[config.mk]
export PLATFORM = sky130hd
export DESIGN_NAME = reg_wb_arbiter_flat
export DESIGN_NICKNAME = d
export VERILOG_FILES = /design/src/rtl/reg_wb_arbiter_if.sv /design/src/rtl/reg_wb_arbiter.sv /design/src/flat_wrapper.sv
export SDC_FILE = /design/constraint.sdc
export NUM_CORES = 1
export LEC_CHECK = 0
export ABC_AREA = 1
export BUFFER_PORTS_ARGS = -buffer_cell sky130_fd_sc_hd__buf_2
export CAP_MARGIN = 10
export CORE_MARGIN = 1
export CORE_UTILIZATION = 45
export CTS_CLUSTER_SIZE = 20
export DETAILED_ROUTE_END_ITERATION = 12
export GPL_TIMING_DRIVEN = 0
export PLACE_DENSITY = 0.86
export SLEW_MARGIN = 25
export SYNTH_ARGS = -nofsm -noshare
export SYNTH_HDL_FRONTEND = slang
export SYNTH_SLANG_ARGS = --single-unit
[constraint.sdc]
create_clock -name clk -period 1.3 [get_ports clk]
set_input_delay 0.26 -clock clk [delete_from_list [all_inputs] [get_ports clk]]
set_output_delay 0.26 -clock clk [all_outputs]
set_load 0.005 [all_outputs]
[src/rtl/reg_wb_arbiter_if.sv]
// rtl/reg_wb_arbiter_if.sv - writeback request, register file write and scoreboard query bundle
interface reg_wb_arbiter_if #(
    parameter int reg_sel_width = 5,
    parameter int data_width    = 32
);
    logic                     alu_req;
    logic [reg_sel_width-1:0] alu_sel;
    logic [data_width-1:0]    alu_data;
    logic                     alu_ack;
    logic                     mem_req;
    logic [reg_sel_width-1:0] mem_sel;
    logic [data_width-1:0]    mem_data;
    logic                     mem_ack;
    logic                     wr_req;
    logic [reg_sel_width-1:0] wr_sel;
    logic [data_width-1:0]    wr_data;
    logic                     issue_req;
    logic [reg_sel_width-1:0] issue_sel;
    logic [reg_sel_width-1:0] rs1_sel;
    logic [reg_sel_width-1:0] rs2_sel;
    logic                     rs1_busy;
    logic                     rs2_busy;
    logic                     idle;

    modport master (
        output alu_req, alu_sel, alu_data, mem_req, mem_sel, mem_data,
        output issue_req, issue_sel, rs1_sel, rs2_sel,
        input  alu_ack, mem_ack, wr_req, wr_sel, wr_data, rs1_busy, rs2_busy, idle
    );

    modport slave (
        input  alu_req, alu_sel, alu_data, mem_req, mem_sel, mem_data,
        input  issue_req, issue_sel, rs1_sel, rs2_sel,
        output alu_ack, mem_ack, wr_req, wr_sel, wr_data, rs1_busy, rs2_busy, idle
    );
endinterface

[src/rtl/reg_wb_arbiter.sv]
// rtl/reg_wb_arbiter.sv - round-robin ALU/load writeback arbiter with busy-bit scoreboard
module reg_wb_arbiter #(
    parameter int reg_sel_width = 5,
    parameter int num_regs      = 2**reg_sel_width,
    parameter int data_width    = 32
) (
    input  logic            clk,
    input  logic            rst,
    reg_wb_arbiter_if.slave bus
);
    typedef enum logic {GRANT_ALU, GRANT_MEM} grant_t;

    grant_t                   last_grant, last_grant_next;
    logic                     grant_alu, grant_mem, grant_any;
    logic [reg_sel_width-1:0] win_sel;
    logic [data_width-1:0]    win_data;
    logic [num_regs-1:0]      busy, busy_next;
    logic                     wr_req_q;
    logic [reg_sel_width-1:0] wr_sel_q;
    logic [data_width-1:0]    wr_data_q;

    always_ff @(posedge clk) begin
        if (!rst) last_grant <= GRANT_MEM;
        else      last_grant <= last_grant_next;
    end

    // Under contention the requester that did not win last time gets the port.
    always_comb begin
        grant_alu       = 1'b0;
        grant_mem       = 1'b0;
        last_grant_next = last_grant;
        if (rst) begin
            if (bus.alu_req && (!bus.mem_req || last_grant == GRANT_MEM))
                grant_alu = 1'b1;
            else if (bus.mem_req)
                grant_mem = 1'b1;
        end
        if (grant_alu) last_grant_next = GRANT_ALU;
        if (grant_mem) last_grant_next = GRANT_MEM;
    end

    assign grant_any = grant_alu | grant_mem;
    assign win_sel   = grant_alu ? bus.alu_sel  : bus.mem_sel;
    assign win_data  = grant_alu ? bus.alu_data : bus.mem_data;

    // A write to register 0 is acked and consumes its turn but never reaches the port.
    always_ff @(posedge clk) begin
        if (!rst) begin
            wr_req_q  <= 1'b0;
            wr_sel_q  <= '0;
            wr_data_q <= '0;
        end else begin
            wr_req_q <= grant_any && (win_sel != '0);
            if (grant_any) begin
                wr_sel_q  <= win_sel;
                wr_data_q <= win_data;
            end
        end
    end

    // Set is applied after clear so an issue to the register being written keeps it busy.
    always_comb begin
        busy_next = busy;
        if (wr_req_q)
            busy_next[wr_sel_q] = 1'b0;
        if (bus.issue_req && bus.issue_sel != '0)
            busy_next[bus.issue_sel] = 1'b1;
        busy_next[0] = 1'b0;
    end

    always_ff @(posedge clk) begin
        if (!rst) busy <= '0;
        else      busy <= busy_next;
    end

    assign bus.alu_ack  = grant_alu;
    assign bus.mem_ack  = grant_mem;
    assign bus.wr_req   = wr_req_q;
    assign bus.wr_sel   = wr_sel_q;
    assign bus.wr_data  = wr_data_q;
    assign bus.rs1_busy = busy[bus.rs1_sel];
    assign bus.rs2_busy = busy[bus.rs2_sel];
    assign bus.idle     = (busy == '0) && !wr_req_q;
endmodule

[src/flat_wrapper.sv]
// flat-port wrapper written by rule: the top's interface ports become plain ports
module reg_wb_arbiter_flat 
#(
    parameter int reg_sel_width = 5,
    parameter int num_regs      = 2**reg_sel_width,
    parameter int data_width    = 32
)
  (clk, rst, bus_alu_req, bus_alu_sel, bus_alu_data, bus_mem_req, bus_mem_sel, bus_mem_data, bus_issue_req, bus_issue_sel, bus_rs1_sel, bus_rs2_sel, bus_alu_ack, bus_mem_ack, bus_wr_req, bus_wr_sel, bus_wr_data, bus_rs1_busy, bus_rs2_busy, bus_idle);
  reg_wb_arbiter_if #(.reg_sel_width(reg_sel_width), .data_width(data_width)) bus_i ();
  input  logic clk;
  input  logic rst;
  input wire logic [$bits(bus_i.alu_req)-1:0] bus_alu_req;
  input wire logic [$bits(bus_i.alu_sel)-1:0] bus_alu_sel;
  input wire logic [$bits(bus_i.alu_data)-1:0] bus_alu_data;
  input wire logic [$bits(bus_i.mem_req)-1:0] bus_mem_req;
  input wire logic [$bits(bus_i.mem_sel)-1:0] bus_mem_sel;
  input wire logic [$bits(bus_i.mem_data)-1:0] bus_mem_data;
  input wire logic [$bits(bus_i.issue_req)-1:0] bus_issue_req;
  input wire logic [$bits(bus_i.issue_sel)-1:0] bus_issue_sel;
  input wire logic [$bits(bus_i.rs1_sel)-1:0] bus_rs1_sel;
  input wire logic [$bits(bus_i.rs2_sel)-1:0] bus_rs2_sel;
  output wire logic [$bits(bus_i.alu_ack)-1:0] bus_alu_ack;
  output wire logic [$bits(bus_i.mem_ack)-1:0] bus_mem_ack;
  output wire logic [$bits(bus_i.wr_req)-1:0] bus_wr_req;
  output wire logic [$bits(bus_i.wr_sel)-1:0] bus_wr_sel;
  output wire logic [$bits(bus_i.wr_data)-1:0] bus_wr_data;
  output wire logic [$bits(bus_i.rs1_busy)-1:0] bus_rs1_busy;
  output wire logic [$bits(bus_i.rs2_busy)-1:0] bus_rs2_busy;
  output wire logic [$bits(bus_i.idle)-1:0] bus_idle;
  assign bus_i.alu_req = bus_alu_req;
  assign bus_i.alu_sel = bus_alu_sel;
  assign bus_i.alu_data = bus_alu_data;
  assign bus_i.mem_req = bus_mem_req;
  assign bus_i.mem_sel = bus_mem_sel;
  assign bus_i.mem_data = bus_mem_data;
  assign bus_i.issue_req = bus_issue_req;
  assign bus_i.issue_sel = bus_issue_sel;
  assign bus_i.rs1_sel = bus_rs1_sel;
  assign bus_i.rs2_sel = bus_rs2_sel;
  assign bus_alu_ack = bus_i.alu_ack;
  assign bus_mem_ack = bus_i.mem_ack;
  assign bus_wr_req = bus_i.wr_req;
  assign bus_wr_sel = bus_i.wr_sel;
  assign bus_wr_data = bus_i.wr_data;
  assign bus_rs1_busy = bus_i.rs1_busy;
  assign bus_rs2_busy = bus_i.rs2_busy;
  assign bus_idle = bus_i.idle;
  reg_wb_arbiter #(.reg_sel_width(reg_sel_width), .num_regs(num_regs), .data_width(data_width)) u_core (.clk(clk), .rst(rst), .bus(bus_i));
endmodule
==> results.sh, run 1 <==
export IMPL_portBuffers=131
export IMPL_cts_buffer_depth=2
export IMPL_setup_slack_ns=-0.379
export IMPL_crit_required_ns=1.04
export IMPL_power_w=0.00548
export IMPL_io_pins=137
export IMPL_netlist_top_cells_count="nand2_1, dfxtp_1, nand3_1, a21oi_1, a31oi_1"
export IMPL_worstPathMaxFanout=3
export IMPL_hold_end="u_core.bus.wr_data[28]"
export IMPL_synth_top_area_cell="dfxtp_1"
export IMPL_synth_distinct_cells=20
export IMPL_min_path_cells=3
export IMPL_die_x_um=92.0
export IMPL_powerDensity_nw_per_um2=1080
export IMPL_cpMaxStageDelayCell="dfxtp_2"
export IMPL_arrival_ns=1.42
export IMPL_finalWeightedCongestion=0.906
export IMPL_report_final_slew_viol_count=0
export IMPL_async_flop_share_pct=0
export IMPL_path_cells="nor4_2 > nand4_1 > nor2_2 > buf_2"
export IMPL_drt_first_pass_iters=5
export IMPL_setup_violations=5
export IMPL_cts_htree_levels=3
export IMPL_peakVddDrop_mv=0.759
export IMPL_startpoint_type="flop"
export IMPL_crit_type="flop to primary output"
export IMPL_grt_max_degree=13
export IMPL_avgSynthCellArea_um2=6.62
export IMPL_fmax_mhz=596
export IMPL_cap_viol_max_count=0
export IMPL_clkLatencyLatePin_ns=0.35
export IMPL_reg2reg_to="u_core.bus.wr_data[5]"
export IMPL_finClkSkew_ns=0.00729
export IMPL_maxSlewHeadroom_pct=68.0
export IMPL_cts_tree="built"
export IMPL_hold_class="input pin to flop"
export IMPL_dieArea_um2=8470
export IMPL_pre_cts_ws_ns=-0.228
export IMPL_dp_hpwl_um=8470
export IMPL_tightest_slew_ns=0.478
export IMPL_min_period_ns=1.68
export IMPL_grt_overflow=0
export IMPL_slowest_delay_ns=0.34
export IMPL_drt_iter0_markers=388
export IMPL_cts_inserted_buffers=9
export IMPL_post_route_period_util_pct=129
export IMPL_synth_seq_cells=70
export IMPL_diodes=0
export IMPL_synth_most_common_cell="nand2_1"
export IMPL_synth_top_area_share_pct=38.4
export IMPL_core_area_um2=7770
export IMPL_r2r_setup_slack_ns=0
export IMPL_yosys_most_used_dff="dfxtp_1"
export IMPL_clkSlewWorstSetupHoldPaths_ns=0.08
export IMPL_wl_per_cell_um=14.9
export IMPL_synthCells=551
export IMPL_crit_path_end_kind="primary output"
export IMPL_num_vias=4485
export IMPL_rows=32
export IMPL_ys_seq_area_share_pct=38.4
export IMPL_wl_um=12200
export IMPL_fin_nets=804
export IMPL_synth_nets=645
export IMPL_first_global_vias=4039
export IMPL_synth_area_um2=3650
export IMPL_regToRegStartpoint="u_core.last_grant"
export IMPL_drc=0
export IMPL_grt_pass1_wl_um=18600
export IMPL_outcome="complete, but fails checks"
export IMPL_grt_setup_unrepaired="yes"
export IMPL_drive_gt1_share_pct=38.7
export IMPL_violations="negative setup slack"
export IMPL_cts_root_buffer="clkbuf_8"
export IMPL_initial_core_util_pct=47.0
export IMPL_r2r_cells=8
export IMPL_synth_edf_count=0
export IMPL_setup_worst_path_start="u_core.busy[7]"
export IMPL_die_y_um=92.0
export IMPL_areaGrowthSynthToFinish_pct=39.6
export IMPL_min_from="bus_alu_data[28]"
export IMPL_p_leak_nw=2.25
export IMPL_ys_warn_count=0
export IMPL_antenna_left=0
export IMPL_postLayoutCoreUtil_pct=65.5
export IMPL_vias_per_cell=5.49
export IMPL_hold_viol_final=0
export IMPL_synth_area_leaders="dfxtp_1, nand2_1, nand3_1"
export IMPL_grt_usage_pct=27.6
export IMPL_antenna_found_initial=0
export IMPL_cts_sinks=70
==> cell usage in the layout, fill, tap and decap left out, types with 10 or more instances in the layout <==
| cell type | n |
|---|---|
| a21oi_1 | 36 |
| a31oi_1 | 33 |
| buf_2 | 135 |
| buf_4 | 23 |
| buf_6 | 10 |
| dfxtp_1 | 38 |
| dfxtp_2 | 23 |
| inv_1 | 15 |
| inv_2 | 18 |
| nand2_1 | 209 |
| nand3_1 | 57 |
| o21ai_0 | 26 |
| o21ai_1 | 12 |
==> worst max path at each step <==
stage              endpoint  slack (ns)  depth (start not counted)
3_5_place_dp   bus_rs1_busy       -0.23                         11
4_1_cts            bus_idle       -0.36                          4
6_report           bus_idle       -0.38                          4
5_1_grt            bus_idle       -0.48                          4
3_3_place_gp   bus_rs1_busy       -0.22                         11
2_1_floorplan  bus_rs2_busy        0.03                         11
==> critical path, delay by kind of cell (launching register included) <==
family                 cells  cell delay (ns)
AND/OR/NAND/NOR            3             0.59
buffers and inverters      1             0.12
flip-flops                 1             0.34
==> state kept, by name (all words and copies together), names as in the netlist <==
name / count
u_core.bus.wr_data: 32
u_core.last_grant: 1
u_core.bus.wr_req: 1
u_core.busy: 31
u_core.bus.wr_sel: 5
==> area by class of cell <==
cell class                      count  area [um^2]
Timing Repair Buffer              148          793
Buffer                             26          190
Tap cell                          102          128
Multi-Input combinational cell    418         2130
Clock inverter                      6          110
Sequential cell                    70         1460
Fill cell                         681         2680
Clock buffer                       10          128
Inverter                           37          149
==> routing by layer <==
layer / share of wire [%] / vias up / GRT usage, %
met5: 0 / - / 0
met4: 3.5 / 0 / 13.4
met3: 6.4 / 42 / 5.72
met2: 51 / 231 / 48.9
met1: 39 / 2039 / 31.4
li1: - / 2173 / -
==> metrics by stage <==
| step | hold WS, ns | cells | cell area, um^2 | setup TNS, ns |
|---|---|---|---|---|
| after floorplan | 0.420 | 551 | 3650 | 0 |
| after global placement | 0.461 | 784 | 4430 | -0.448 |
| after detailed placement | 0.467 | 784 | 4430 | -0.467 |
| after CTS | 0.162 | 812 | 4880 | -1.06 |
| after global routing | 0.177 | 817 | 5090 | -2.16 |
| final | 0.168 | 817 | 5090 | -1.15 |
==> timing repair <==
item                       CTS  global route
cloned                       0             1
setup endpoints to repair    5            54
resized for setup           52            50
setup buffers               12             4
hold endpoints to repair     0             0
hold buffers                 0             0
pin swaps                   15            19
==> logic make-up (layout without fill, tap and decap cells) <==
logic type / Yosys count / count (layout) / share of synthesized area, %
AO/OA/AOI/OAI: 110 / 110 / 16.2
AND/OR/NAND/NOR: 308 / 308 / 37.5
flip-flops: 70 / 70 / 38.4
buffers and inverters: 63 / 227 / 7.86
==> report_power, final <==
group / internal (W) / total [W] / switching (W)
clock: 0.00127 / 0.00212 / 0.000847
combinational: 0.000450 / 0.00103 / 0.000580
sequential: 0.00224 / 0.00233 / 0.0000948
No activity file was read; power rests on OpenSTA's default activity.
==> inputs of run 2 (changes only) <==
Settings changed: PLACE_DENSITY 0.86 to 0.75.
==> run 2 against run 1 <==
Against the previous run: the flow still finishes with violations (negative setup slack); total power decreased by 8.4%; die area unchanged; routed wire length fell by 5.8%; combinational power about the same; worst setup slack gained 0.058 ns; critical path depth is the same; largest power group unchanged.
==> results.sh, run 2 (same netlist as run 1, synthesis figures left out) <==
export IMPL_wl_um=11500
export IMPL_dieArea_um2=8470
export IMPL_initial_core_util_pct=47.0
export IMPL_min_period_ns=1.62
export IMPL_startpoint_type="flop"
export IMPL_cts_sinks=70
export IMPL_peakVddDrop_mv=0.689
export IMPL_post_route_period_util_pct=125
export IMPL_cts_htree_levels=3
export IMPL_die_x_um=92.0
export IMPL_die_y_um=92.0
export IMPL_pre_cts_ws_ns=-0.211
export IMPL_diodes=0
export IMPL_io_pins=137
export IMPL_nFillCells=695
export IMPL_arrival_ns=1.36
export IMPL_wl_per_cell_um=14.2
export IMPL_cts_buffer_depth=2
export IMPL_place_inst=784
export IMPL_worstPathMaxFanout=3
export IMPL_r2r_setup_slack_ns=-0.02
export IMPL_setup_worst_path_start="u_core.busy[7]"
export IMPL_num_vias=4284
export IMPL_clkSlewWorstSetupHoldPaths_ns=0.08
export IMPL_cts_tree="built"
export IMPL_fin_nets=798
export IMPL_portBuffers=131
export IMPL_p_seq_share_pct=46.6
export IMPL_min_from="bus_alu_data[21]"
export IMPL_holdWs_ns=0.179
export IMPL_antenna_left=0
export IMPL_p_comb_share_pct=20.4
export IMPL_finClkSkew_ns=0.00763
export IMPL_vias_per_cell=5.28
export IMPL_antenna_found_initial=0
export IMPL_core_area_um2=7770
export IMPL_setup_slack_ns=-0.321
export IMPL_clkLatencyLatePin_ns=0.34
export IMPL_finalWeightedCongestion=0.881
export IMPL_crit_required_ns=1.04
export IMPL_grt_max_degree=12
export IMPL_largest_reg_flops=32
export IMPL_slowest_delay_ns=0.33
export IMPL_drc=0
export IMPL_drt_iter0_markers=264
export IMPL_cts_inserted_buffers=9
export IMPL_p_sw_w=0.00148
export IMPL_drive_gt1_share_pct=37.7
export IMPL_p_sw_share_pct=29.5
export IMPL_p_int_w=0.00354
export IMPL_grt_overflow=0
export IMPL_areaGrowthSynthToFinish_pct=38.0
export IMPL_grt_usage_pct=27.0
export IMPL_dp_hpwl_um=8510
export IMPL_clock_power_share_pct=33.0
export IMPL_fin_cells=811
export IMPL_path_cells="nor4_1 > nand4_1 > nor2_1 > buf_2"
export IMPL_grt_setup_unrepaired="yes"
export IMPL_rows=32
export IMPL_grt_pass1_wl_um=18300
export IMPL_hold_buffers=0
export IMPL_final_common_cell="nand2_1"
export IMPL_hold_class="input pin to flop"
export IMPL_cpMaxStageDelayCell="dfxtp_2"
export IMPL_regToRegStartpoint="u_core.last_grant"
export IMPL_crit_type="flop to primary output"
export IMPL_maxSlewHeadroom_pct=66.7
export IMPL_fmax_mhz=617
export IMPL_cap_viol_max_count=0
export IMPL_powerDensity_nw_per_um2=997
export IMPL_hold_viol_final=0
export IMPL_outcome="complete, but fails checks"
export IMPL_violations="negative setup slack"
export IMPL_setup_violations=5
export IMPL_crit_path_end_kind="primary output"
export IMPL_drt_first_pass_iters=4
export IMPL_final_cell_mix="nand2_1, buf_2, nand3_1"
export IMPL_p_leak_nw=2.20
export IMPL_report_final_slew_viol_count=0
export IMPL_first_global_vias=4054
export IMPL_tightest_slew_ns=0.496
export IMPL_cts_root_buffer="clkbuf_8"
## run 2: cell count changes in the layout (fill, tap and decap cells not counted), sizes merged
| cell | before | now |
|---|---|---|
| clkinvlp | 2 | 1 |
| clkbuf | 16 | 20 |
| clkinv | 1 | 2 |
| bufinv | 3 | 0 |
| buf | 168 | 161 |
## run 2: cell type report
class,instances,area (um^2),share of cell area (%)
Buffer,25,190,3.78
Clock buffer,13,169,3.36
Clock inverter,3,17.5,0.348
Inverter,37,154,3.06
Multi-Input combinational cell,418,2150,42.6
Sequential cell,70,1450,28.9
Tap cell,102,128,2.54
Timing Repair Buffer,143,774,15.4
## run 2: path summary, 6_finish.rpt
path                                          endpoint  cells past startpoint
worst max-delay path                          bus_idle                      4
worst min-delay path            u_core.bus.wr_data[21]                      3
worst max register to register       u_core.bus.wr_req                      9
worst min register to register   u_core.bus.wr_data[2]                      2
## run 2: repair_timing
action / CTS / global route
setup buffers: 4 / 6
pin swaps: 5 / 13
gates resized for setup: 24 / 81
endpoints found under the setup margin: 7 / 56
cloned: 0 / 2
## run 2: metrics by stage
stage | utilization, % | power [W] | setup TNS (ns) | instance area (um^2)
2_1_floorplan | - | 0.00285 | 0 | 3650
3_3_place_gp | 57.0 | 0.00323 | -0.469 | 4430
3_5_place_dp | 57.0 | 0.00325 | -0.481 | 4430
4_1_cts | 60.6 | 0.00489 | -1.23 | 4700
5_1_grt | 64.8 | 0.00525 | -1.42 | 5030
6_report | 64.8 | 0.00502 | -1.01 | 5030
## run 2: power groups by stage
| stage | logic, W | clock network [W] | registers (W) |
|---|---|---|---|
| after floorplan | 0.000479 | 0 | 0.00237 |
| after global placement | 0.000855 | 0 | 0.00238 |
| after detailed placement | 0.000869 | 0 | 0.00238 |
| after CTS | 0.000897 | 0.00166 | 0.00234 |
| after global routing | 0.00114 | 0.00177 | 0.00235 |
| final | 0.00103 | 0.00165 | 0.00234 |
## run 2: critical path, delay by kind of cell, from the launching register on
family / cells / cell delay (ns)
flops: 1 / 0.33
buf+inv: 1 / 0.13
simple gates: 3 / 0.56
## run 2: per-layer routing
metal	share of wire [%]	wire [um]	track usage [%]	vias to the layer above
met1	40	4580	30.8	1937
met2	50	5800	47.5	166
met3	7.1	813	6.38	24
li1	-	-	-	2157
met5	0	0	0	-
met4	2.6	304	12.6	0
==> inputs of run 3 (changes only) <==
Settings changed: CTS_BUF_LIST set to sky130_fd_sc_hd__clkbuf_4 sky130_fd_sc_hd__clkbuf_8.
==> run 3 against run 2 <==
Against the previous run: the flow still finishes with violations (negative setup slack); total power increased by 0.84%; fmax decreased by 0.11%; worst setup slack got worse by 0.0017 ns; worst hold slack got worse by 0.0089 ns; final area about the same; count of clock-buffer cells in the layout unchanged; sequential share of layout area about the same; critical path depth unchanged; via count unchanged; non-clock buffer count unchanged; core utilization about the same; combinational power about the same; critical path type unchanged.
==> results.sh, run 3 (same netlist as run 1, synthesis figures left out) <==
export IMPL_die_y_um=92.0
export IMPL_grt_overflow=0
export IMPL_place_inst=784
export IMPL_post_route_period_util_pct=125
export IMPL_clkLatencyLatePin_ns=0.35
export IMPL_wl_per_cell_um=14.2
export IMPL_highest_layer="met4"
export IMPL_cts_tree="built"
export IMPL_drt_first_pass_iters=4
export IMPL_initial_core_util_pct=47.0
export IMPL_r2r_cells=9
export IMPL_final_cell_mix="nand2_1, buf_2, nand3_1"
export IMPL_nFillCells=695
export IMPL_io_pins=137
export IMPL_num_vias=4284
export IMPL_crit_path_end_kind="primary output"
export IMPL_vias_per_cell=5.28
export IMPL_hold_buffers=0
export IMPL_tightest_slew_ns=0.480
export IMPL_hold_class="input pin to flop"
export IMPL_grt_max_degree=12
export IMPL_drc=0
export IMPL_wl_met1_um=4660
export IMPL_wl_met3_um=794
export IMPL_drt_iter0_markers=278
export IMPL_outcome="complete, but fails checks"
export IMPL_grt_setup_unrepaired="yes"
export IMPL_largest_reg_flops=32
export IMPL_cts_htree_levels=3
export IMPL_diodes=0
export IMPL_first_global_vias=4056
export IMPL_antenna_found_initial=0
export IMPL_hold_viol_final=0
export IMPL_final_common_cell="nand2_1"
export IMPL_grt_pass1_wl_um=18300
export IMPL_startpoint_type="flop"
export IMPL_cts_buffer_depth=2
export IMPL_report_final_slew_viol_count=0
export IMPL_wl_um=11600
export IMPL_core_area_um2=7770
export IMPL_cts_root_buffer="clkbuf_8"
export IMPL_grt_usage_pct=27.0
export IMPL_rows=32
export IMPL_finalWeightedCongestion=0.881
export IMPL_maxSlewHeadroom_pct=68.0
export IMPL_cts_sinks=70
export IMPL_cts_inserted_buffers=9
export IMPL_fin_cells=811
export IMPL_arrival_ns=1.36
export IMPL_dieArea_um2=8470
export IMPL_clkSlewWorstSetupHoldPaths_ns=0.08
export IMPL_setup_slack_ns=-0.322
export IMPL_peakVddDrop_mv=0.692
export IMPL_violations="negative setup slack"
export IMPL_setup_violations=5
export IMPL_dp_hpwl_um=8510
export IMPL_min_path_cells=3
export IMPL_cap_viol_max_count=0
export IMPL_fmax_mhz=616
export IMPL_crit_type="flop to primary output"
export IMPL_p_leak_nw=2.20
export IMPL_powerDensity_nw_per_um2=1000
export IMPL_worstPathMaxFanout=3
export IMPL_crit_required_ns=1.04
export IMPL_drive_gt1_share_pct=37.8
export IMPL_areaGrowthSynthToFinish_pct=38.1
export IMPL_die_x_um=92.0
export IMPL_min_period_ns=1.62
export IMPL_wl_met2_um=5770
export IMPL_antenna_left=0
export IMPL_fin_nets=798
export IMPL_finClkSkew_ns=0.0129
export IMPL_fin_area_um2=5040
export IMPL_place_area_um2=4430
export IMPL_portBuffers=131
run 3: cell counts in the layout (fill, tap and decap cells not counted):
No cell type changed its count.
run 3: path summary, 6_finish.rpt:
check	startpoint	endpoint	slack [ns]
worst max-delay path	u_core.busy[7]	bus_idle	-0.32
worst min-delay path	bus_alu_data[8]	u_core.bus.wr_data[8]	0.17
worst max register to register	u_core.last_grant	u_core.bus.wr_req	-0.01
worst min register to register	u_core.bus.wr_data[2]	u_core.bus.wr_data[2]	0.48
run 3: per-layer routing:
| layer | vias to the layer above | track usage (%) |
|---|---|---|
| li1 | 2160 | - |
| met4 | 0 | 12.6 |
| met5 | - | 0 |
| met2 | 168 | 47.5 |
| met3 | 25 | 6.38 |
| met1 | 1931 | 30.8 |
run 3: timing repair:
action	in CTS	in global routing
resized for setup	24	81
pin swaps	5	13
buffers inserted	4	6
setup endpoints to repair	7	56
gates cloned	0	2
run 3: worst max-delay path, stage by stage, from the launching register on:
cell and delay, ns:
dfxtp_2 0.33, nor4_1 0.30, nand4_1 0.13, nor2_1 0.14, buf_2 0.13
run 3: power by group:
part	switching [W]	internal [W]	total [W]
Combinational	0.000575	0.000452	0.00103
Sequential	0.0000949	0.00224	0.00234
Clock	0.000831	0.000865	0.00170
run 3: cell type report:
cell class                      instances  area [um^2]  area share, %
Multi-Input combinational cell        418         2150           42.6
Timing Repair Buffer                  143          774           15.4
Buffer                                 25          190           3.78
Clock buffer                           13          173           3.43
Clock inverter                          3         17.5          0.348
Inverter                               37          154           3.06
Sequential cell                        70         1450           28.9
Tap cell                              102          128           2.53
run 3: metrics by stage:
stage / setup slack, ns / util, % / setup TNS (ns) / power, W / hold WS (ns)
detailed placement: -0.211 / 57.0 / -0.481 / 0.00325 / 0.468
finish: -0.322 / 64.8 / -0.998 / 0.00506 / 0.170
CTS: -0.364 / 60.6 / -1.23 / 0.00491 / 0.169
global route: -0.385 / 64.8 / -1.48 / 0.00529 / 0.171
global placement: -0.200 / 57.0 / -0.469 / 0.00323 / 0.459
floorplan: 0.0307 / - / 0 / 0.00285 / 0.420
